<file path="config.mk">
export PLATFORM = sky130hd
export DESIGN_NAME = rf_read_stage_flat
export DESIGN_NICKNAME = d
export VERILOG_FILES = /design/src/rtl/rf_pkg.sv /design/src/rtl/rf_read_stage_if.sv /design/src/rtl/rf_operand_slot.sv /design/src/rtl/rf_read_stage.sv /design/src/flat_wrapper.sv
export SDC_FILE = /design/constraint.sdc
export NUM_CORES = 1
export LEC_CHECK = 0
export BUFFER_PORTS_ARGS = -buffer_cell sky130_fd_sc_hd__buf_2
export CAP_MARGIN = 25
export CORE_ASPECT_RATIO = 0.75
export CORE_MARGIN = 2
export CORE_UTILIZATION = 48
export DETAILED_ROUTE_END_ITERATION = 12
export PLACE_DENSITY = 0.82
export SETUP_SLACK_MARGIN = 0.5
export SLEW_MARGIN = 20
export SYNTH_ARGS = -nofsm -noshare
export SYNTH_HDL_FRONTEND = slang
export SYNTH_SLANG_ARGS = --single-unit
</file>
<file path="constraint.sdc">
create_clock -name clk -period 1.91 [get_ports clk]
set_input_delay 0.382 -clock clk [delete_from_list [all_inputs] [get_ports clk]]
set_output_delay 0.382 -clock clk [all_outputs]
set_load 0.02 [all_outputs]
</file>
<file path="src/rtl/rf_pkg.sv">
// Package: rf_pkg
// Purpose : shared widths, the zero-register index, the per-operand
//           S1 record (index, forward bit, forward data) and the
//           writeback snoop compare used by every operand slot.
package rf_pkg;

    localparam int ADDR_W = 6;
    localparam int DATA_W = 32;
    localparam int TAG_W  = 8;

    localparam logic [ADDR_W-1:0] ZERO_REG = {ADDR_W{1'b0}};

    // Operand record held while the request waits for / holds its RAM data.
    typedef struct packed {
        logic [ADDR_W-1:0] rs;
        logic              fwd_valid;
        logic [DATA_W-1:0] fwd_data;
    } operand_rec_t;

    // A writeback matches a source index unless that index is the hardwired zero register.
    function automatic logic wb_hit(input logic              wb_valid,
                                    input logic [ADDR_W-1:0] wb_rd,
                                    input logic [ADDR_W-1:0] rs);
        return wb_valid && (wb_rd == rs) && (rs != ZERO_REG);
    endfunction

endpackage

</file>
<file path="src/rtl/rf_read_stage_if.sv">
// Interface: rf_read_stage_if
// Purpose  : bundles the request, writeback, register-RAM and operand-output
//            signals of the operand-fetch stage.
//   slave  : the stage itself (takes requests/writebacks/RAM data, drives
//            RAM addresses/write port and the operand output).
//   master : the surrounding pipeline / RAM / consumer.
interface rf_read_stage_if;
    import rf_pkg::*;

    // request side
    logic              in_valid;
    logic              in_ready;
    logic [ADDR_W-1:0] in_rs1;
    logic [ADDR_W-1:0] in_rs2;
    logic [TAG_W-1:0]  in_tag;
    // writeback side
    logic              wb_valid;
    logic [ADDR_W-1:0] wb_rd;
    logic [DATA_W-1:0] wb_data;
    // register RAM
    logic [ADDR_W-1:0] ram_raddr1;
    logic [ADDR_W-1:0] ram_raddr2;
    logic [DATA_W-1:0] ram_rdata1;
    logic [DATA_W-1:0] ram_rdata2;
    logic              ram_wen;
    logic [ADDR_W-1:0] ram_waddr;
    logic [DATA_W-1:0] ram_wdata;
    // operand output
    logic              out_valid;
    logic              out_ready;
    logic [DATA_W-1:0] out_op1;
    logic [DATA_W-1:0] out_op2;
    logic [TAG_W-1:0]  out_tag;

    modport slave (
        input  in_valid, in_rs1, in_rs2, in_tag,
        input  wb_valid, wb_rd, wb_data,
        input  ram_rdata1, ram_rdata2,
        input  out_ready,
        output in_ready,
        output ram_raddr1, ram_raddr2, ram_wen, ram_waddr, ram_wdata,
        output out_valid, out_op1, out_op2, out_tag
    );

    modport master (
        output in_valid, in_rs1, in_rs2, in_tag,
        output wb_valid, wb_rd, wb_data,
        output ram_rdata1, ram_rdata2,
        output out_ready,
        input  in_ready,
        input  ram_raddr1, ram_raddr2, ram_wen, ram_waddr, ram_wdata,
        input  out_valid, out_op1, out_op2, out_tag
    );

endinterface

</file>
<file path="src/rtl/rf_operand_slot.sv">
// Module : rf_operand_slot
// Purpose: one operand lane through both stage slots. Keeps the S1 record
//          (index + forward bit/data), resolves the operand value when it
//          moves to S2, and keeps the S2 value current with writebacks.
// Ports  : clk/resetn; accept loads S1 from in_rs; s1_valid/s1_adv describe
//          S1 occupancy and the S1->S2 move; wb_* is the writeback snoop;
//          ram_rdata is the RAM word due in the first S1 cycle; op is the
//          registered S2 operand.
module rf_operand_slot
    import rf_pkg::*;
(
    input  logic              clk,
    input  logic              resetn,
    input  logic              accept,
    input  logic              s1_valid,
    input  logic              s1_adv,
    input  logic [ADDR_W-1:0] in_rs,
    input  logic              wb_valid,
    input  logic [ADDR_W-1:0] wb_rd,
    input  logic [DATA_W-1:0] wb_data,
    input  logic [DATA_W-1:0] ram_rdata,
    output logic [DATA_W-1:0] op
);

    operand_rec_t      s1_q, s1_d;
    logic [ADDR_W-1:0] s2_rs_q, s2_rs_d;
    logic [DATA_W-1:0] op_q, op_d;
    logic [DATA_W-1:0] s1_val_s;

    // Resolved S1 operand: zero reg, then a same-cycle writeback, then an earlier forward, then RAM.
    always_comb begin
        if (s1_q.rs == ZERO_REG) begin
            s1_val_s = {DATA_W{1'b0}};
        end else if (wb_hit(wb_valid, wb_rd, s1_q.rs)) begin
            s1_val_s = wb_data;
        end else if (s1_q.fwd_valid) begin
            s1_val_s = s1_q.fwd_data;
        end else begin
            s1_val_s = ram_rdata;
        end
    end

    // S1 record: load on accept; while stalled in S1 capture the resolved value,
    // because the RAM word is only valid in the first S1 cycle.
    always_comb begin
        s1_d = s1_q;
        if (accept) begin
            s1_d.rs        = in_rs;
            s1_d.fwd_valid = wb_hit(wb_valid, wb_rd, in_rs);
            s1_d.fwd_data  = wb_data;
        end else if (s1_valid && !s1_adv) begin
            s1_d.fwd_valid = 1'b1;
            s1_d.fwd_data  = s1_val_s;
        end else begin
            s1_d = s1_q;
        end
    end

    // S2 operand: take the resolved S1 value on a move, otherwise keep snooping writebacks.
    always_comb begin
        s2_rs_d = s2_rs_q;
        op_d    = op_q;
        if (s1_adv) begin
            s2_rs_d = s1_q.rs;
            op_d    = s1_val_s;
        end else if (wb_hit(wb_valid, wb_rd, s2_rs_q)) begin
            op_d = wb_data;
        end else begin
            op_d = op_q;
        end
    end

    // Slot state registers.
    always_ff @(posedge clk or negedge resetn) begin
        if (!resetn) begin
            s1_q    <= '{rs: ZERO_REG, fwd_valid: 1'b0, fwd_data: {DATA_W{1'b0}}};
            s2_rs_q <= ZERO_REG;
            op_q    <= {DATA_W{1'b0}};
        end else begin
            s1_q    <= s1_d;
            s2_rs_q <= s2_rs_d;
            op_q    <= op_d;
        end
    end

    assign op = op_q;

endmodule

</file>
<file path="src/rtl/rf_read_stage.sv">
// Module : rf_read_stage
// Purpose: operand-fetch stage in front of the 64x32 register RAM.
//          Accepts source indices over valid/ready, issues RAM reads, owns
//          the RAM write port, forwards in-flight writebacks, forces reg 0
//          to zero and delivers operand pairs at up to one per cycle.
// Ports  : clk, resetn (async active-low), flush (sync drop of in-flight
//          requests), bus (slave side of rf_read_stage_if: request,
//          writeback, RAM and operand-output signals).
module rf_read_stage
    import rf_pkg::*;
(
    input  logic            clk,
    input  logic            resetn,
    input  logic            flush,
    rf_read_stage_if.slave  bus
);

    logic             s1_valid_q, s1_valid_d;
    logic             s2_valid_q, s2_valid_d;
    logic [TAG_W-1:0] s1_tag_q, s1_tag_d;
    logic [TAG_W-1:0] out_tag_q, out_tag_d;
    logic             s1_adv_s;
    logic             in_ready_s;
    logic             accept_s;
    logic             accept_load_s;
    logic             load_s2_s;

    assign s1_adv_s      = s1_valid_q && (!s2_valid_q || bus.out_ready);
    assign in_ready_s    = !s1_valid_q || s1_adv_s;
    assign accept_s      = bus.in_valid && in_ready_s;
    // A flush discards both the move and any same-cycle accept.
    assign accept_load_s = accept_s && !flush;
    assign load_s2_s     = s1_adv_s && !flush;

    // Slot occupancy and tag pipeline.
    always_comb begin
        s1_valid_d = s1_valid_q;
        s2_valid_d = s2_valid_q;
        s1_tag_d   = s1_tag_q;
        out_tag_d  = out_tag_q;
        if (flush) begin
            s1_valid_d = 1'b0;
            s2_valid_d = 1'b0;
        end else begin
            if (accept_s) begin
                s1_valid_d = 1'b1;
                s1_tag_d   = bus.in_tag;
            end else if (s1_adv_s) begin
                s1_valid_d = 1'b0;
            end else begin
                s1_valid_d = s1_valid_q;
            end
            if (s1_adv_s) begin
                s2_valid_d = 1'b1;
                out_tag_d  = s1_tag_q;
            end else if (bus.out_ready) begin
                s2_valid_d = 1'b0;
            end else begin
                s2_valid_d = s2_valid_q;
            end
        end
    end

    // Handshake state registers.
    always_ff @(posedge clk or negedge resetn) begin
        if (!resetn) begin
            s1_valid_q <= 1'b0;
            s2_valid_q <= 1'b0;
            s1_tag_q   <= {TAG_W{1'b0}};
            out_tag_q  <= {TAG_W{1'b0}};
        end else begin
            s1_valid_q <= s1_valid_d;
            s2_valid_q <= s2_valid_d;
            s1_tag_q   <= s1_tag_d;
            out_tag_q  <= out_tag_d;
        end
    end

    rf_operand_slot u_slot1 (
        .clk       (clk),
        .resetn    (resetn),
        .accept    (accept_load_s),
        .s1_valid  (s1_valid_q),
        .s1_adv    (load_s2_s),
        .in_rs     (bus.in_rs1),
        .wb_valid  (bus.wb_valid),
        .wb_rd     (bus.wb_rd),
        .wb_data   (bus.wb_data),
        .ram_rdata (bus.ram_rdata1),
        .op        (bus.out_op1)
    );

    rf_operand_slot u_slot2 (
        .clk       (clk),
        .resetn    (resetn),
        .accept    (accept_load_s),
        .s1_valid  (s1_valid_q),
        .s1_adv    (load_s2_s),
        .in_rs     (bus.in_rs2),
        .wb_valid  (bus.wb_valid),
        .wb_rd     (bus.wb_rd),
        .wb_data   (bus.wb_data),
        .ram_rdata (bus.ram_rdata2),
        .op        (bus.out_op2)
    );

    // Reads always track the request indices; the RAM word is used only after an accept.
    assign bus.ram_raddr1 = bus.in_rs1;
    assign bus.ram_raddr2 = bus.in_rs2;
    // Writes to reg 0 never reach the RAM, and nothing is written while in reset.
    assign bus.ram_wen    = bus.wb_valid && (bus.wb_rd != ZERO_REG) && resetn;
    assign bus.ram_waddr  = bus.wb_rd;
    assign bus.ram_wdata  = bus.wb_data;

    assign bus.in_ready   = in_ready_s;
    assign bus.out_valid  = s2_valid_q;
    assign bus.out_tag    = out_tag_q;

endmodule

</file>
<file path="src/flat_wrapper.sv">
// flat-port wrapper written by rule: the top's interface ports become plain ports
module rf_read_stage_flat import rf_pkg::*;
  (clk, resetn, flush, bus_in_valid, bus_in_rs1, bus_in_rs2, bus_in_tag, bus_wb_valid, bus_wb_rd, bus_wb_data, bus_ram_rdata1, bus_ram_rdata2, bus_out_ready, bus_in_ready, bus_ram_raddr1, bus_ram_raddr2, bus_ram_wen, bus_ram_waddr, bus_ram_wdata, bus_out_valid, bus_out_op1, bus_out_op2, bus_out_tag);
  rf_read_stage_if bus_i ();
  input  logic clk;
  input  logic resetn;
  input  logic flush;
  input wire logic [$bits(bus_i.in_valid)-1:0] bus_in_valid;
  input wire logic [$bits(bus_i.in_rs1)-1:0] bus_in_rs1;
  input wire logic [$bits(bus_i.in_rs2)-1:0] bus_in_rs2;
  input wire logic [$bits(bus_i.in_tag)-1:0] bus_in_tag;
  input wire logic [$bits(bus_i.wb_valid)-1:0] bus_wb_valid;
  input wire logic [$bits(bus_i.wb_rd)-1:0] bus_wb_rd;
  input wire logic [$bits(bus_i.wb_data)-1:0] bus_wb_data;
  input wire logic [$bits(bus_i.ram_rdata1)-1:0] bus_ram_rdata1;
  input wire logic [$bits(bus_i.ram_rdata2)-1:0] bus_ram_rdata2;
  input wire logic [$bits(bus_i.out_ready)-1:0] bus_out_ready;
  output wire logic [$bits(bus_i.in_ready)-1:0] bus_in_ready;
  output wire logic [$bits(bus_i.ram_raddr1)-1:0] bus_ram_raddr1;
  output wire logic [$bits(bus_i.ram_raddr2)-1:0] bus_ram_raddr2;
  output wire logic [$bits(bus_i.ram_wen)-1:0] bus_ram_wen;
  output wire logic [$bits(bus_i.ram_waddr)-1:0] bus_ram_waddr;
  output wire logic [$bits(bus_i.ram_wdata)-1:0] bus_ram_wdata;
  output wire logic [$bits(bus_i.out_valid)-1:0] bus_out_valid;
  output wire logic [$bits(bus_i.out_op1)-1:0] bus_out_op1;
  output wire logic [$bits(bus_i.out_op2)-1:0] bus_out_op2;
  output wire logic [$bits(bus_i.out_tag)-1:0] bus_out_tag;
  assign bus_i.in_valid = bus_in_valid;
  assign bus_i.in_rs1 = bus_in_rs1;
  assign bus_i.in_rs2 = bus_in_rs2;
  assign bus_i.in_tag = bus_in_tag;
  assign bus_i.wb_valid = bus_wb_valid;
  assign bus_i.wb_rd = bus_wb_rd;
  assign bus_i.wb_data = bus_wb_data;
  assign bus_i.ram_rdata1 = bus_ram_rdata1;
  assign bus_i.ram_rdata2 = bus_ram_rdata2;
  assign bus_i.out_ready = bus_out_ready;
  assign bus_in_ready = bus_i.in_ready;
  assign bus_ram_raddr1 = bus_i.ram_raddr1;
  assign bus_ram_raddr2 = bus_i.ram_raddr2;
  assign bus_ram_wen = bus_i.ram_wen;
  assign bus_ram_waddr = bus_i.ram_waddr;
  assign bus_ram_wdata = bus_i.ram_wdata;
  assign bus_out_valid = bus_i.out_valid;
  assign bus_out_op1 = bus_i.out_op1;
  assign bus_out_op2 = bus_i.out_op2;
  assign bus_out_tag = bus_i.out_tag;
  rf_read_stage u_core (.clk(clk), .resetn(resetn), .flush(flush), .bus(bus_i));
endmodule
</file>
==> results.ini, run 1 <==
[run_status]
outcome = finished with violations
violations = hold timing, setup timing

[setup_path]
start_kind = flop
crit_slowest_cell = dfrtp_1
cp_common_cell = buf_12
r2r_start = u_core.u_slot1.s1_q[33]$_DFFE_PN0P_
critical-path-top-delay-family = buffers and inverters
arrival_ns = 2.50
critPathLaunch = u_core.u_slot1.s1_q[33]$_DFFE_PN0P_
cp_cell_sequence = buf_6 -> xnor2_2 -> nand4_1 -> nor4_2 -> buf_4 -> a2bb2oi_4 -> buf_12 -> buf_12 -> buf_16 -> o221ai_2
cp_slowest_stage_delay_ns = 0.41
crit_type = reg2reg
cp_max_fo = 5
cp-end-kind = flop
worstPathRequired_ns = 2.27
cp_num_buf_inv = 5

[yosys]
synth.distinct_cells = 37
syn-instance-count = 883
synthesis.area_sq_um = 9138
ys_top_cells_by_area = dfrtp_1 (47%), o221ai_1 (8.8%), mux2i_1 (7.0%)
synth_top_area_cell = dfrtp_1
yosys_warnings = 0
synth_fp_nets = 1011
yosys_most_used_dff = dfrtp_1
synth.avg_cell_area_sq_um = 10.35
synthArstFlopShare = 1.000
synth_edf_count = 0
synth_seq_cells = 172
synthDominantCellAreaShare = 0.4710
seq_area_frac_synth = 0.4710

[cells_and_area]
final_util = 0.7386
drive_gt1_frac = 0.5105
finish.instance_area_sq_um = 13710
final_common_cell = buf_2
areaGrowthSynthToFinish_pct = 50.03
layout_common_cells = buf_2 (229), dfrtp_1 (168), nand2_1 (156)
nNetsFinal = 1304
final_cells = 1438

[timing]
fmax_mhz = 467.3
min_period_ns = 2.140
worstMarginPinSlew_ns = 0.5451
report.final.setup_viol = 125
tns_ns = -14.87
skew_ns = 0.01183
worst_slack_ns = -0.2300
period_share = 1.120
finalHoldViolCount = 5
maxSlewViolCount = 0
hold_ws_ns = -0.01214
rsz0062_at_grt = yes
max_slew_margin = 0.6366

[routing]
firstDrtPassIters = 5
wl_mm = 33.99
post_drt_wl_per_cell_microns = 23.64
vias = 8804
vias_per_cell = 6.122
route.detailed.drc = 0
drt_iter0_markers = 983
ant_nets = 0

[clock_tree]
root_buffer = clkbuf_16
clock_latency_ns = 0.44
cts_made_buffers = 17
clkTransAtPathRegs_ns = 0.07
cts_tree = built
htreeDepth = 4
clock-sinks = 172
clock_path_buffers = 2

[worst_hold_path]
hold_class = in2async

[floorplan]
rows = 43
start_util = 0.4923
die_y_microns = 123.5
die_w_microns = 163.3
fp.coreArea_sq_um = 18560
dieArea_sq_um = 20170
ioPinCount = 253

[placed_design]
placed_cell_area_sq_um = 11350
place_inst = 1332
place.gp.congestion = 0.8696
pre_cts_slack_ns = -0.2718
port_buffers = 252
dp.final_hpwl_mm = 19.67

[global_routing]
grt_use_total = 0.3022
grt_max_degree = 94
antenna_found_initial = 3
grt_pass1_vias = 8329
grt_pass1_wl_mm = 46.09
grt-ovfl-total = 0

[power]
vdd_drop_max_v = 0.0007280
power.leakage_nw = 6.486
p_per_area_nw_per_um2 = 1003

[job]
max_cap_viol_count = 0

## worst paths after layout
kind	endpoint	slack, ns	cells past startpoint
max	u_core.u_slot1.op[12]$_DFFE_PN0P_	-0.23	10
min	u_core.bus.out_tag[2]$_DFFE_PN0P_	-0.01	2
max reg2reg	u_core.u_slot1.op[12]$_DFFE_PN0P_	-0.23	10
min reg2reg	u_core.bus.out_tag[6]$_DFFE_PN0P_	0.47	2
max in group asynchronous	u_core.u_slot1.s1_q[3]$_DFFE_PN0P_	0.91	3
min in group clk	u_core.bus.out_valid$_DFFE_PN0P_	0.15	2
## flip-flops by register name (all words and copies together), names as in the netlist
name                    cells
u_core.bus.out_tag          8
u_core.bus.out_valid        1
u_core.s1_tag_q             8
u_core.s1_valid_q           1
u_core.u_slot1.op          32
u_core.u_slot1.s1_q        39
u_core.u_slot1.s2_rs_q      6
u_core.u_slot2.op          32
u_core.u_slot2.s1_q        39
u_core.u_slot2.s2_rs_q      6
## synthesized netlist by cell type (2+ instances only)
library cell and count:
dfrtp_1 172, nand2_1 159, o221ai_1 92, mux2i_1 64
mux2_2 52, buf_4 50, inv_1 35, nand3_1 33
nand3b_1 33, buf_2 32, o211ai_1 32, clkbuf_1 27
xor2_1 22, xnor2_1 11, nor2_1 9, a21oi_1 7
nor3_1 6, nor4_1 5, buf_1 4, nand2b_1 4
o221ai_2 4, a31oi_1 3, buf_6 3, nand4_1 3
nor2b_1 3, o21ai_0 3, a21oi_2 2, and2_1 2
o2111ai_1 2, or4_1 2
## per-layer routing
| layer | track usage | vias up | routed length, microns |
|---|---|---|---|
| met5 | 0 | - | 7 |
| met4 | 0.1073 | 2 | 876 |
| met3 | 0.05837 | 91 | 3040 |
| met2 | 0.4910 | 551 | 16420 |
| met1 | 0.4072 | 4416 | 13650 |
| li1 | - | 3744 | - |
## stage by stage
stage / hold WS [ns] / power, mW
final: -0.01214 / 13.75
after global routing: 0.02406 / 14.32
after CTS: 0.0008159 / 13.08
after detailed placement: 0.1766 / 9.037
after global placement: 0.1762 / 8.888
after floorplan: 0.08641 / 7.614
## report_power, final
| group | switching [mW] | internal [mW] | leakage (nW) |
|---|---|---|---|
| Clock | 1.65 | 2.22 | 0.300 |
| Combinational | 2.61 | 2.20 | 4.05 |
| Sequential | 0.591 | 4.48 | 2.13 |
| Total | 4.85 | 8.90 | 6.49 |
## worst reg2reg max path, delay by kind of cell (launching register included)
kind	cells	cell delay [ns]
flip-flops	1	0.41
AO/OA/AOI/OAI	2	0.24
XOR/XNOR	1	0.12
AND/OR/NAND/NOR	2	0.51
buffers and inverters	5	0.78
## what timing repair did
item	CTS	global route
hold buffers	1	1
setup endpoints to repair	157	180
cloned	7	13
pin swaps	6	43
setup buffers	18	32
gates resized for setup	67	114
endpoints found under the hold margin	1	1
## cell families after synthesis
group                  share of synthesized area
multiplexers                              0.1342
buffers and inverters                    0.08996
AO/OA/AOI/OAI                             0.1387
XOR/XNOR                                 0.03163
AND/OR/NAND/NOR                           0.1345
flip-flops                                0.4710
## layout make-up
cell class	instances	area, sq um
inverters	35	131.4
multi-input cells	559	5077
well taps	247	309.0
clock inverters	15	212.7
diodes	2	5.005
flip-flops and latches	172	4309
clock buffers	17	425.4
fillers	1182	4852
repair buffers	391	3239
Power figures use the tool's default switching activity.
==> inputs of run 2 (changes only) <==
- CORE_UTILIZATION: 48 -> 49
- CTS_BUF_LIST: not set -> sky130_fd_sc_hd__clkbuf_2 sky130_fd_sc_hd__clkbuf_4 sky130_fd_sc_hd__clkbuf_8
- PLACE_DENSITY: 0.82 -> 0.84
==> run 2 against run 1 <==
Against the previous run:
- the flow finishes with violations (setup timing)
- sequential share of layout area is 0.62 points higher
- total power shrank 4.4%
- global-route usage is 0.65 points lower
- core utilization decreased by 0.74 points
- critical path depth is 3 lower
- first-iteration DRC count fell by 12%
- final cell count is 0.49% lower
- clock power shrank 30%
- via count fell by 2.9%
- count of clock-buffer cells in the layout up 2
- sequential power is 2% higher
- maximum frequency rose by 2.5%
- highest routed layer unchanged
==> results.ini, run 2 (synthesis gave the netlist of run 1 again) <==
[routing]
ant_nets = 0
drt_iter0_markers = 866
firstDrtPassIters = 5
wl_mm = 31.77
vias_per_cell = 5.975
route.detailed.drc = 0
vias = 8550
post_drt_wl_per_cell_microns = 22.20

[setup_path]
start_kind = flop
cp_num_buf_inv = 3
cp_slowest_stage_delay_ns = 0.45
cp_max_fo = 16
crit_cells = 7
cp-end-kind = flop
regToRegEndpoint = u_core.u_slot2.s1_q[22]$_DFFE_PN0P_
r2r_setup_slack_ns = -0.18
cp_cell_sequence = xor2_2 -> nor4_4 -> buf_4 -> buf_12 -> nand3b_1 -> clkbuf_16 -> o221ai_1
arrival_ns = 2.42
worstPathRequired_ns = 2.24
r2r_cells = 7
crit_type = reg2reg
critical-path-top-delay-family = buffers and inverters
crit_slowest_cell = dfrtp_1
r2r_start = u_core.u_slot2.s1_q[36]$_DFFE_PN0P_

[power]
vdd_drop_max_v = 0.0006656
p_per_area_nw_per_um2 = 977.2
power.leakage_nw = 6.339

[floorplan]
start_util = 0.4966
dieArea_sq_um = 19770
ioPinCount = 253
die_y_microns = 122.3
fp.coreArea_sq_um = 18400
die_w_microns = 161.7
rows = 43

[timing]
hold_ws_ns = 0.1447
min_period_ns = 2.087
maxSlewViolCount = 0
rsz0062_at_grt = yes
finalHoldViolCount = 0
max_slew_margin = 0.6278
skew_ns = 0.01639
worst_slack_ns = -0.1772
worstMarginPinSlew_ns = 0.5583
report.final.setup_viol = 125
fmax_mhz = 479.1
period_share = 1.093

[placed_design]
dp.final_hpwl_mm = 18.79
place_inst = 1326
place.gp.congestion = 0.9072
placed_cell_area_sq_um = 11340
port_buffers = 252

[worst_hold_path]
min-delay-start = flush
hold_depth = 2
hold_class = in2reg
min_to = u_core.bus.out_valid$_DFFE_PN0P_

[cells_and_area]
areaGrowthSynthToFinish_pct = 47.24
finish.instance_area_sq_um = 13450
final_util = 0.7312
final_common_cell = buf_2
layout_common_cells = buf_2 (173), dfrtp_1 (165), nand2_1 (158)
drive_gt1_frac = 0.4924
n_antenna_cell = 0
fillerInstances = 1204
final_cells = 1431
nNetsFinal = 1299
top_regs = u_core.u_slot1.s1_q x39, u_core.u_slot2.s1_q x39

[global_routing]
grt_pass1_vias = 8108
antenna_found_initial = 4
grt_use_total = 0.2957
grt_pass1_wl_mm = 45.02
grt_max_degree = 97
grt-ovfl-total = 0

[run_status]
violations = setup timing
outcome = finished with violations

[clock_tree]
cts_tree = built
clock_path_buffers = 2
cts_made_buffers = 17
root_buffer = clkbuf_8
htreeDepth = 4
clkTransAtPathRegs_ns = 0.09
clock-sinks = 172
clock_latency_ns = 0.47

[job]
max_cap_viol_count = 0

[run 2: cell types whose count changed in the layout (fill, tap and decap cells not counted), moves of 4 or more]
cell	previous run	this run
o221ai_1	3	17
buf_4	67	80
buf_6	43	91
clkbuf_16	25	8
buf_2	229	173
buf_16	8	4
o221ai_2	88	75
clkbuf_8	0	18
[run 2: what timing repair did]
action                                 in CTS  in global routing
endpoints found under the hold margin     121                  0
pin swaps                                   4                 27
gates cloned                                3                  8
buffers inserted                           36                 25
hold buffers                                1                  0
setup endpoints to repair                 220                234
gates resized for setup                   176                 65
[run 2: cell type report]
| type | instances | area (sq um) | share of cell area |
|---|---|---|---|
| Inverter | 35 | 131.4 | 0.009765 |
| Clock inverter | 13 | 156.4 | 0.01162 |
| Sequential cell | 172 | 4313 | 0.3206 |
| Tap cell | 247 | 309.0 | 0.02297 |
| Multi-Input combinational cell | 559 | 4907 | 0.3647 |
| Timing Repair Buffer | 386 | 3382 | 0.2514 |
| Clock buffer | 19 | 255.2 | 0.01897 |
[run 2: worst max-delay path by stage]
| stage | startpoint | to | slack (ns) |
|---|---|---|---|
| global route | u_core.u_slot2.s1_q[36]$_DFFE_PN0P_ | u_core.u_slot2.s1_q[26]$_DFFE_PN0P_ | -0.25 |
| detailed placement | bus_wb_rd[5] | u_core.u_slot2.op[3]$_DFFE_PN0P_ | -0.18 |
| global placement | bus_wb_rd[5] | u_core.u_slot2.op[31]$_DFFE_PN0P_ | -0.07 |
| floorplan | bus_wb_rd[1] | u_core.u_slot2.op[22]$_DFFE_PN0P_ | 0.05 |
| CTS | u_core.u_slot2.s1_q[36]$_DFFE_PN0P_ | u_core.u_slot2.op[3]$_DFFE_PN0P_ | -0.07 |
| finish | u_core.u_slot2.s1_q[36]$_DFFE_PN0P_ | u_core.u_slot2.s1_q[22]$_DFFE_PN0P_ | -0.18 |
[run 2: routing by layer]
layer | wire, microns | share of wire | track usage | vias up
met3 | 2477 | 0.078 | 0.06016 | 71
met5 | 28 | 0.00088 | 0 | -
met1 | 13100 | 0.41 | 0.4125 | 4279
met4 | 747 | 0.024 | 0.08241 | 4
met2 | 15410 | 0.49 | 0.4749 | 476
li1 | - | - | - | 3720
[run 2: power by group]
| group | internal, mW | switching (mW) | total, mW |
|---|---|---|---|
| clock network | 1.24 | 1.47 | 2.72 |
| registers | 4.48 | 0.702 | 5.18 |
| logic | 2.69 | 2.56 | 5.25 |
| total | 8.42 | 4.73 | 13.1 |
[run 2: worst register-to-register path, cell delays in order (launching register included)]
cell and delay (ns):
dfrtp_1 0.45, xor2_2 0.21, nor4_4 0.27, buf_4 0.18, buf_12 0.13, nand3b_1 0.29, clkbuf_16 0.27, o221ai_1 0.15
[run 2: stage by stage]
stage	setup slack (ns)	total power [mW]	TNS, ns
after floorplan	0.04877	7.614	0
after global placement	-0.07186	8.884	-4.222
after detailed placement	-0.1821	9.000	-9.949
after CTS	-0.07374	12.59	-2.005
after global routing	-0.2496	13.75	-21.14
final	-0.1772	13.15	-11.35
==> inputs of run 3 (changes only) <==
- SETUP_SLACK_MARGIN: 0.5 -> not set
==> run 3 against run 2 <==
Against the previous run:
- the flow still finishes with violations (setup timing)
- largest power group is now registers
- hold slack worse by 0.083 ns
- worst setup slack gained 0.060 ns
- cell area fell by 10%
- maximum frequency rose by 3.0%
- critical path type unchanged
==> results.ini, run 3 (synthesis gave the netlist of run 1 again) <==
[setup_path]
r2r_cells = 7
regToRegEndpoint = u_core.u_slot1.op[18]$_DFFE_PN0P_
cp-end-kind = flop
start_kind = flop
r2r_setup_slack_ns = -0.12
arrival_ns = 2.33
crit_type = reg2reg
r2r_start = u_core.u_slot1.s1_q[38]$_DFFE_PN0P_
cp_max_fo = 8
worstPathRequired_ns = 2.21

[global_routing]
grt_use_total = 0.2835
antenna_found_initial = 4
grt_max_degree = 173
grt_pass1_wl_mm = 43.06
grt-ovfl-total = 0
grt_pass1_vias = 7812

[cells_and_area]
fillerInstances = 1427
final_util = 0.6567
nNetsFinal = 1251
layout_common_cells = buf_2 (251), dfrtp_1 (169), nand2_1 (158)
top_regs = u_core.u_slot1.s1_q x39, u_core.u_slot2.s1_q x39
final_cells = 1386
areaGrowthSynthToFinish_pct = 32.25
drive_gt1_frac = 0.4278
final_common_cell = buf_2
finish.instance_area_sq_um = 12080

[routing]
post_drt_wl_per_cell_microns = 21.84
ant_nets = 0
vias = 8233
wl_mm = 30.28
drt_iter0_markers = 753
firstDrtPassIters = 5
vias_per_cell = 5.940
route.detailed.drc = 0

[clock_tree]
clock-sinks = 172
htreeDepth = 4
root_buffer = clkbuf_8
clock_latency_ns = 0.45
clock_path_buffers = 2
hold_buffers = 0
cts_made_buffers = 17
cts_tree = built
clkTransAtPathRegs_ns = 0.10

[run_status]
violations = setup timing
outcome = finished with violations

[power]
finalPower_mw = 11.53
p_clk_frac = 0.215
p_seq_frac = 0.438
switchingPower_mw = 4.291
vdd_drop_max_v = 0.0006191
p_int_mw = 7.240
power.leakage_nw = 5.808
switching_share = 0.3721
p_comb_frac = 0.347
p_per_area_nw_per_um2 = 954.2

[timing]
period_share = 1.061
rsz0062_at_grt = yes
worst_slack_ns = -0.1173
max_slew_margin = 0.3329
skew_ns = 0.01730
finalHoldViolCount = 0
fmax_mhz = 493.3
worstMarginPinSlew_ns = 1.001
min_period_ns = 2.027
maxSlewViolCount = 0
report.final.setup_viol = 74

[floorplan]
fp.coreArea_sq_um = 18400
die_w_microns = 161.7
rows = 43
ioPinCount = 253
die_y_microns = 122.3
dieArea_sq_um = 19770
start_util = 0.4966

[job]
max_cap_viol_count = 0

[placed_design]
place_inst = 1329
port_buffers = 252
placed_cell_area_sq_um = 10810
pre_cts_slack_ns = -0.1881
place.gp.congestion = 0.8890
dp.final_hpwl_mm = 19.05

[worst_hold_path]
hold_class = in2async

==> run 3: cell count changes in the layout (fill, tap and decap cells not counted), sizes merged <==
cell and delta:
buf -49, clkbuf +4, clkinv +3, diode +3, bufinv -2, inv -2
clkinvlp -1, dlygate4sd3 -1
==> run 3: how the worst max path moves through the flow <==
stage / start / end / slack, ns / cells after the start
after floorplan: bus_wb_rd[3] / u_core.u_slot2.op[12]$_DFFE_PN0P_ / -0.04 / 6
after detailed placement: bus_wb_rd[5] / u_core.u_slot2.op[2]$_DFFE_PN0P_ / -0.19 / 7
after CTS: u_core.u_slot1.s1_q[38]$_DFFE_PN0P_ / u_core.u_slot1.s1_q[31]$_DFFE_PN0P_ / -0.09 / 6
final: u_core.u_slot1.s1_q[38]$_DFFE_PN0P_ / u_core.u_slot1.op[18]$_DFFE_PN0P_ / -0.12 / 7
after global routing: u_core.u_slot1.s1_q[38]$_DFFE_PN0P_ / u_core.u_slot1.op[3]$_DFFE_PN0P_ / -0.14 / 7
after global placement: bus_wb_rd[5] / u_core.u_slot2.op[19]$_DFFE_PN0P_ / -0.14 / 8
==> run 3: power groups by stage <==
| stage | Sequential [mW] | Combinational [mW] | Clock [mW] |
|---|---|---|---|
| after floorplan | 5.54 | 1.76 | 0 |
| after global placement | 5.04 | 3.55 | 0 |
| after detailed placement | 5.06 | 3.66 | 0 |
| after CTS | 5.02 | 3.66 | 2.50 |
| after global routing | 5.13 | 4.33 | 2.66 |
| final | 5.05 | 4.00 | 2.48 |
==> run 3: worst max-delay path, stage by stage (launching register included) <==
cell and delay, ns:
dfrtp_1 0.41, or4_4 0.56, nor3_4 0.22, nor2_2 0.09, a2bb2oi_4 0.15, buf_12 0.16
buf_6 0.14, o221ai_1 0.14
==> run 3: layout make-up <==
class	count	area, sq um	share of cell area
diodes	3	7.507	0.0006212
clock buffers	21	289.0	0.02392
clock inverters	11	82.58	0.006834
inverters	35	131.4	0.01087
multi-input cells	559	4496	0.3720
flip-flops and latches	172	4308	0.3565
well taps	247	309.0	0.02557
repair buffers	338	2461	0.2037
==> run 3: metrics by stage <==
step	hold slack, ns	TNS [ns]
floorplan	0.08641	-1.213
global placement	0.4398	-5.551
detailed placement	0.4542	-14.22
CTS	0.09775	-2.986
global route	0.1117	-10.89
finish	0.06162	-4.706
==> run 3: layer usage <==
metal | track usage | part of all wire | wire length, microns | up-vias
li1 | - | - | - | 3640
met1 | 0.3950 | 0.43 | 13170 | 4071
met2 | 0.4402 | 0.45 | 13620 | 472
met3 | 0.07503 | 0.094 | 2835 | 50
met4 | 0.08241 | 0.022 | 656 | 0
met5 | 0 | 0 | 0 | -
==> run 3: repair_timing <==
item                       in CTS  in global routing
pin swaps                      15                 27
gates cloned                    1                 12
setup buffers                   1                  9
setup endpoints to repair      96                129
resized for setup               8                 91
